<file path="src/rtl/serial_frame_rx.sv">
// Serial frame receiver: start bit, WIDTH data bits LSB first, optional even
// parity, stop bit. Sampling is qualified by the en bit strobe.
module serial_frame_rx #(
    parameter int WIDTH     = 4,
    parameter bit PARITY_EN = 1'b1
) (
    input  logic             clk,
    input  logic             rst,
    input  logic             sin,
    input  logic             en,
    output logic [WIDTH-1:0] dout,
    output logic             dvalid,
    output logic             ferr,
    output logic             perr,
    output logic             busy
);
    localparam int CW = (WIDTH > 2) ? $clog2(WIDTH) : 1;
    localparam logic [CW-1:0] LAST = CW'(WIDTH - 1);

    typedef enum logic [2:0] {IDLE, DATA, PARITY, STOP, HUNT} state_t;

    state_t            state_q, state_d;
    logic [CW-1:0]     cnt_q, cnt_d;
    logic [WIDTH-1:0]  shreg_q, shreg_d;
    logic [WIDTH-1:0]  dout_q, dout_d;
    logic              xor_q, xor_d;
    logic              pbad_q, pbad_d;
    logic              dvalid_q, dvalid_d;
    logic              ferr_q, ferr_d;
    logic              perr_q, perr_d;

    always_ff @(posedge clk) begin
        if (rst) begin
            state_q  <= IDLE;
            cnt_q    <= '0;
            shreg_q  <= '0;
            dout_q   <= '0;
            xor_q    <= 1'b0;
            pbad_q   <= 1'b0;
            dvalid_q <= 1'b0;
            ferr_q   <= 1'b0;
            perr_q   <= 1'b0;
        end else begin
            state_q  <= state_d;
            cnt_q    <= cnt_d;
            shreg_q  <= shreg_d;
            dout_q   <= dout_d;
            xor_q    <= xor_d;
            pbad_q   <= pbad_d;
            dvalid_q <= dvalid_d;
            ferr_q   <= ferr_d;
            perr_q   <= perr_d;
        end
    end

    always_comb begin
        state_d  = state_q;
        cnt_d    = cnt_q;
        shreg_d  = shreg_q;
        dout_d   = dout_q;
        xor_d    = xor_q;
        pbad_d   = pbad_q;
        dvalid_d = 1'b0;
        ferr_d   = 1'b0;
        perr_d   = 1'b0;
        if (en) begin
            case (state_q)
                IDLE: begin
                    if (!sin) begin
                        state_d = DATA;
                        cnt_d   = '0;
                        xor_d   = 1'b0;
                        pbad_d  = 1'b0;
                    end
                end
                DATA: begin
                    shreg_d = {sin, shreg_q[WIDTH-1:1]};
                    xor_d   = xor_q ^ sin;
                    cnt_d   = cnt_q + 1'b1;
                    if (cnt_q == LAST) state_d = PARITY_EN ? PARITY : STOP;
                end
                PARITY: begin
                    // Even parity: data XOR parity bit must come out 0.
                    pbad_d  = xor_q ^ sin;
                    state_d = STOP;
                end
                STOP: begin
                    if (!sin) begin
                        ferr_d  = 1'b1;
                        state_d = HUNT;
                    end else begin
                        if (pbad_q) begin
                            perr_d = 1'b1;
                        end else begin
                            dout_d   = shreg_q;
                            dvalid_d = 1'b1;
                        end
                        state_d = IDLE;
                    end
                end
                HUNT: begin
                    // Break on the line: wait for it to return high before rearming.
                    if (sin) state_d = IDLE;
                end
                default: state_d = IDLE;
            endcase
        end
    end

    assign dout   = dout_q;
    assign dvalid = dvalid_q;
    assign ferr   = ferr_q;
    assign perr   = perr_q;
    assign busy   = (state_q == DATA) || (state_q == PARITY) || (state_q == STOP);
endmodule

</file>
<file path="config.mk">
export PLATFORM = sky130hd
export DESIGN_NAME = serial_frame_rx
export DESIGN_NICKNAME = d
export VERILOG_FILES = /design/src/rtl/serial_frame_rx.sv
export SDC_FILE = /design/constraint.sdc
export NUM_CORES = 1
export LEC_CHECK = 0
export CAP_MARGIN = 5
export CORE_MARGIN = 4
export CORE_UTILIZATION = 33
export DETAILED_ROUTE_END_ITERATION = 16
export PLACE_DENSITY = 0.53
export SETUP_SLACK_MARGIN = 0.02
export SYNTH_ARGS = -nofsm -noshare
export SYNTH_HDL_FRONTEND = slang
export SYNTH_SLANG_ARGS = --single-unit
</file>
<file path="constraint.sdc">
create_clock -name clk -period 1.83 [get_ports clk]
set_input_delay 0.183 -clock clk [delete_from_list [all_inputs] [get_ports clk]]
set_output_delay 0.183 -clock clk [all_outputs]
set_load 0.02 [all_outputs]
</file>
==> results.py, run 1 <==
metrics = {
    "run_status": {
        "status": "completed",
    },
    "die": {
        "io_pins": 12,
        "die_y_um": 57.8,
        "die_w_um": 57.8,
        "floorplan.initialDensity": 0.359,
        "die-area_um2": 3340,
        "core_region_area_um2": 2280,
        "placementRows": 17,
    },
    "finish": {
        "final_layout_size_suffix_gt1_frac": 0.157,
        "diodes": 0,
        "layout.cells.most_common": "dfxtp_1",
        "final_cell_mix": "dfxtp_1 (17), nand2_1 (11), clkdlybuf4s50_1 (11), mux2i_1 (8), nor2_1 (7)",
        "area.growth.synth_to_final_pct": 22.8,
        "layout.filler_cells": 224,
        "finalInstanceArea_um2": 1000,
        "nNetsFinal": 108,
    },
    "grt": {
        "global_route.usage.total": 0.100,
        "grt_first_pass_wirelength_um": 2640,
        "grt_overflow": 0,
        "antenna_found_initial": 0,
        "first_global_vias": 566,
        "maximum_number_of_pins_on_one_net_before_global_route_repair": 14,
    },
    "synthesis": {
        "synth_top_area_frac": 0.441,
        "yosysWarnings": 0,
        "post_synth.cell_area_avg_um2": 9.28,
        "mappedNetlistArea_um2": 817,
        "synthCells": 88,
        "netlist.top_cell.by_area": "dfxtp_1",
        "synth-edff-count": 0,
        "syn_nets": 93,
        "synth.lib_cells_used.distinct": 29,
        "async_flop_share": 0,
        "synth-seq-area-share": 0.441,
        "post_synth_main_area_contributors": "dfxtp_1 (44%), mux2i_1 (9.8%), nand2_1 (5.1%)",
        "synth-main-ff-cell": "dfxtp_1",
        "ys_seq_elements": 18,
    },
    "timing": {
        "setup_slack_ns": 0.154,
        "hold_slack_ns": 0.462,
        "unrepaired_setup_endpoints_after_global_routing": "false",
        "finalSetupViolations": 0,
        "totalNegativeSetupSlack_ns": 0,
        "fin_worst_skew_ns": 0.0147,
        "slew-limit-headroom": 0.800,
        "report.final.slew_viol_count": 0,
        "min_period_over_period": 0.916,
        "worst_pin_slew_ns": 0.298,
        "hold_viol_final": 0,
        "finalWorstPathRequiredPeriod_ns": 1.68,
        "timing.fmax_mhz": 597,
    },
    "critical_path": {
        "crit_buf_inv": 1,
        "timing.critical_path.required_ns": 1.65,
        "critical_path.endpoint_type": "output port",
        "path_class": "reg2out",
        "worstSetupStartpointType": "flop",
        "worstPathMaxFanout": 13,
        "critPathMaxStageDelay_ns": 0.61,
        "worst_path_most_repeated_cell": "nor2_1",
        "timing.critical_path.slowest_stage_cell": "clkdlybuf4s50_1",
        "path_cells": "nor2_1 -> nor2_1 -> clkdlybuf4s50_1",
        "critPathArrivalTime_ns": 1.49,
        "largest_delay_contributor_family_on_the_critical_path": "buffers and inverters",
    },
    "place": {
        "io_buffers": 11,
        "post-dp-hpwl_um": 1100,
        "gpl.final_weighted_congestion": 0.650,
        "dp_worst_slack_ns": 0.188,
        "postPlaceCellArea_um2": 966,
    },
    "detailed_routing": {
        "detailedRoute.firstPassIterationCount": 4,
        "antenna_left": 0,
        "drt-total-wl_um": 1520,
        "drt_iter0_markers": 9,
        "via_to_cell_ratio": 5.02,
        "num_vias": 652,
        "wire_per_inst_um": 11.7,
        "remaining_drc_errors": 0,
    },
    "pwr": {
        "power_density_nw_per_um2": 704,
        "ir_worst_vdd_v": 0.000683,
        "total_power_w": 0.000706,
        "leakage_nw": 0.352,
    },
    "cts": {
        "clock_path_buffers": 2,
        "ctsHtreeMaxLevel": 1,
        "insertion_delay_of_the_later_clocked_pin_in_the_worst_skew_pair_ns": 0.29,
        "clock-root-buffer": "clkbuf_4",
        "post_cts_hold_buffer_count": 0,
        "clk_transition_reported_paths_ns": 0.09,
        "tritoncts.num_buffers": 3,
        "tritoncts_clock_tree": "done",
        "numClockSinks": 18,
    },
    "run": {
        "drv_cap": 0,
    },
    "min_path": {
        "hp-class": "reg2reg",
    },
}
-- routing by layer --
metal / wire [µm] / vias up / GRT usage / share of wire
li1: - / 331 / - / -
met1: 762 / 306 / 0.146 / 0.50
met2: 647 / 13 / 0.135 / 0.43
met3: 89 / 2 / 0.0423 / 0.059
met4: 17 / 0 / 0.0199 / 0.011
met5: 0 / - / 0 / 0
-- cell families after synthesis --
family	share of synthesized area
AND/OR/NAND/NOR	0.266
flip-flops	0.441
multiplexers	0.0980
adder cells (fa/ha/maj)	0.0153
buffers and inverters	0.0597
XOR/XNOR	0.0107
AO/OA/AOI/OAI	0.109
-- Yosys cell counts (2+ instances only) --
library cell,n
a21oi_1,5
buf_2,3
clkbuf_1,2
dfxtp_1,18
mux2i_1,8
nand2_1,11
nand2b_1,3
nand4b_1,3
nor2_1,7
nor2b_1,3
nor3_1,2
o21ai_0,3
o31ai_1,3
or3_1,2
-- timing repair --
item,in CTS,in global routing
gates resized for setup,0,1
setup buffers,0,0
setup endpoints to repair,0,1
-- registers in the layout (all words and copies together) (netlist names) --
name,count
dvalid,1
pbad_q,1
perr,1
xor_q,1
ferr,1
cnt_q,2
state_q,3
shreg_q,4
dout,4
-- layout make-up --
type	instances	area (µm²)	area share
tap	28	35.0	0.0349
timing repair buffer	17	155	0.155
multi-input combinational	61	408	0.406
clock buffer	4	36.3	0.0362
inverter	2	7.51	0.00748
sequential	18	362	0.360
-- report_power, final --
part / leakage [nW] / switching [W] / internal, W / total [W]
registers: 0.146 / 0.00000321 / 0.000396 / 0.000399
clock network: 0.0210 / 0.000121 / 0.000121 / 0.000242
logic: 0.186 / 0.0000339 / 0.0000307 / 0.0000646
total: 0.352 / 0.000158 / 0.000548 / 0.000706
-- final timing paths --
path / startpoint / to / slack, ns / cells past startpoint
worst max-delay path: state_q[1] / busy / 0.15 / 3
worst min-delay path: shreg_q[0] / dout[0] / 0.46 / 2
worst max register to register: state_q[2] / cnt_q[1] / 0.41 / 3
worst min register to register: shreg_q[0] / dout[0] / 0.46 / 2
-- through the flow --
stage	instances	utilization
floorplan	88	-
global placement	126	0.424
detailed placement	126	0.424
CTS	130	0.440
global route	130	0.441
finish	130	0.441
-- worst register-to-register path, cell delays in order, from the launching register on --
cell and delay (ns):
dfxtp_1 0.40, or3b_4 0.45, or3_1 0.37, a21oi_1 0.15
No activity file was read; power rests on OpenSTA's default activity.
==> run 2, diff against run 1 <==
--- a/config.mk
+++ b/config.mk
@@ -5,10 +5,12 @@
 export SDC_FILE = /design/constraint.sdc
 export NUM_CORES = 1
 export LEC_CHECK = 0
+export ABC_AREA = 0
 export CAP_MARGIN = 5
 export CORE_MARGIN = 4
 export CORE_UTILIZATION = 33
 export DETAILED_ROUTE_END_ITERATION = 16
+export GPL_TIMING_DRIVEN = 0
 export PLACE_DENSITY = 0.53
 export SETUP_SLACK_MARGIN = 0.02
 export SYNTH_ARGS = -nofsm -noshare
==> results.py, run 2 (synthesis results as in run 1) <==
metrics = {
    "critical_path": {
        "worstSetupStartpointType": "flop",
        "timing.critical_path.required_ns": 1.65,
        "reg2reg_launch_point": "state_q[1]",
        "critical_path.reg2reg.endpoint": "dout[0]",
        "critPathMaxStageDelay_ns": 0.39,
        "timing.critical_path.slowest_stage_cell": "dfxtp_1",
        "r2r_cells": 4,
        "critPathArrivalTime_ns": 1.39,
        "worst_path_most_repeated_cell": "nor2_1",
        "setup.worst_path.end": "busy",
        "timing.critical_path.from": "state_q[0]",
        "path_cells": "clkbuf_2 -> nor2_1 -> nor2_1 -> dlygate4sd2_1",
        "worstPathMaxFanout": 10,
        "rrSetupSlack_ns": 0.35,
        "critical_path.endpoint_type": "output port",
        "path_class": "reg2out",
    },
    "die": {
        "floorplan.initialDensity": 0.359,
        "io_pins": 12,
        "die-area_um2": 3340,
        "core_region_area_um2": 2280,
        "die_y_um": 57.8,
        "placementRows": 17,
        "die_w_um": 57.8,
    },
    "timing": {
        "timing.fmax_mhz": 637,
        "hold_viol_final": 0,
        "worst_pin_slew_ns": 0.454,
        "report.final.slew_viol_count": 0,
        "finalWorstPathRequiredPeriod_ns": 1.57,
        "finalSetupViolations": 0,
        "slew-limit-headroom": 0.696,
        "totalNegativeSetupSlack_ns": 0,
        "hold_slack_ns": 0.209,
        "unrepaired_setup_endpoints_after_global_routing": "false",
        "min_period_over_period": 0.857,
        "fin_worst_skew_ns": 0.0116,
    },
    "cts": {
        "numClockSinks": 18,
        "clk_transition_reported_paths_ns": 0.11,
        "clock_path_buffers": 2,
        "tritoncts_clock_tree": "done",
        "clock-root-buffer": "clkbuf_4",
        "tritoncts.num_buffers": 3,
        "post_cts_hold_buffer_count": 0,
        "cts_setup_buffers": 0,
        "ctsHtreeMaxLevel": 1,
        "insertion_delay_of_the_later_clocked_pin_in_the_worst_skew_pair_ns": 0.29,
    },
    "pwr": {
        "internal-power_w": 0.000497,
        "ir_worst_vdd_v": 0.000253,
        "leakage_nw": 0.346,
        "power.share.sequential": 0.612,
        "net-switching-power_w": 0.000157,
        "total_power_w": 0.000654,
        "power.share.clock": 0.303,
        "power_density_nw_per_um2": 671,
        "combPwrFrac": 0.086,
        "netSwitchingFraction": 0.240,
    },
    "detailed_routing": {
        "wire_per_inst_um": 11.5,
        "drt_iter0_markers": 10,
        "drt-total-wl_um": 1490,
        "antenna_left": 0,
        "via_to_cell_ratio": 4.88,
        "num_vias": 630,
        "detailedRoute.firstPassIterationCount": 4,
        "remaining_drc_errors": 0,
    },
    "finish": {
        "layout.filler_cells": 217,
        "finalInstanceArea_um2": 975,
        "nNetsFinal": 108,
        "diodes": 0,
        "layout.core_utilization": 0.428,
        "multiInputGateArea_um2": 408,
        "final_cell_mix": "dfxtp_1 (18), nand2_1 (11), clkdlybuf4s50_1 (9), mux2i_1 (8), nor2_1 (7)",
        "sequential_cell_area_um2": 360,
        "layout.cells.most_common": "dfxtp_1",
        "area.growth.synth_to_final_pct": 19.3,
        "final_layout_size_suffix_gt1_frac": 0.139,
    },
    "place": {
        "postPlaceCellArea_um2": 952,
        "post-dp-hpwl_um": 1050,
        "io_buffers": 10,
        "gpl.final_weighted_congestion": 0.747,
    },
    "min_path": {
        "hp-class": "in2reg",
    },
    "grt": {
        "global_route.usage.total": 0.0957,
        "grt_overflow": 0,
        "grt_first_pass_wirelength_um": 2500,
        "antenna_found_initial": 0,
        "maximum_number_of_pins_on_one_net_before_global_route_repair": 11,
        "first_global_vias": 553,
    },
    "run_status": {
        "status": "completed",
    },
    "run": {
        "drv_cap": 0,
    },
}
-- run 2: through the flow --
| stage | std cells | setup slack (ns) |
|---|---|---|
| after global placement | 126 | 0.0606 |
| after CTS | 129 | 0.249 |
| after detailed placement | 126 | 0.0422 |
| final | 129 | 0.261 |
| after floorplan | 88 | 0.471 |
| after global routing | 129 | 0.162 |
-- run 2: power groups by stage --
stage	sequential, W	clock [W]	combinational (W)
after floorplan	0.000408	0	0.0000404
after global placement	0.000409	0	0.0000574
after detailed placement	0.000409	0	0.0000570
after CTS	0.000400	0.000205	0.0000568
after global routing	0.000401	0.000221	0.0000624
final	0.000400	0.000198	0.0000561
-- run 2: per-layer routing --
layer | up-vias | part of all wire | GRT usage
met5 | - | 0 | 0
met3 | 2 | 0.041 | 0.0290
li1 | 330 | - | -
met2 | 9 | 0.42 | 0.140
met1 | 289 | 0.52 | 0.126
met4 | 0 | 0.010 | 0.0497
-- run 2: worst max-delay path: cells and delay by family, from the launching register on --
kind / cells / cell delay, ns
AND/OR/NAND/NOR: 2 / 0.14
buffers and inverters: 2 / 0.55
flip-flops: 1 / 0.39
-- run 2: worst min path at each step --
stage                 start          to  slack [ns]  cells after the start
detailed placement  dout[2]     dout[2]        0.46                      2
global placement    dout[2]     dout[2]        0.44                      2
CTS                      en  state_q[1]        0.21                      3
global route             en  state_q[1]        0.24                      3
floorplan               rst      dvalid        0.25                      1
finish                   en  state_q[1]        0.21                      3
-- run 2: cell type report --
class	count	area share
multi-input combinational	61	0.418
sequential	18	0.370
clock buffer	3	0.0231
tap	28	0.0359
buffer	7	0.0436
timing repair buffer	10	0.101
inverter	2	0.00770
-- run 2: what timing repair did --
item	CTS	global route
endpoints found under the hold margin	0	0
gates resized for setup	2	0
endpoints found under the setup margin	1	0
==> run 3, diff against run 2 <==
--- a/config.mk
+++ b/config.mk
@@ -16,3 +16,4 @@
 export SYNTH_ARGS = -nofsm -noshare
 export SYNTH_HDL_FRONTEND = slang
 export SYNTH_SLANG_ARGS = --single-unit
+export TNS_END_PERCENT = 100
==> constraint.sdc (replaced) <==
create_clock -name clk -period 1.86 [get_ports clk]
set_input_delay 0.186 -clock clk [delete_from_list [all_inputs] [get_ports clk]]
set_output_delay 0.186 -clock clk [all_outputs]
set_load 0.02 [all_outputs]
==> results of run 3 <==
The final DEF is identical to that of run 2. Status: completed.
Main changes from that run: setup slack after placement 0.0422 ns -> 0.0692 ns; setup slack after layout 0.261 ns -> 0.288 ns; hold slack 0.209 ns -> 0.212 ns; register-to-register setup slack 0.35 ns -> 0.38 ns; total power 0.000654 W -> 0.000643 W; worst IR drop on VDD 0.000253 V -> 0.000249 V
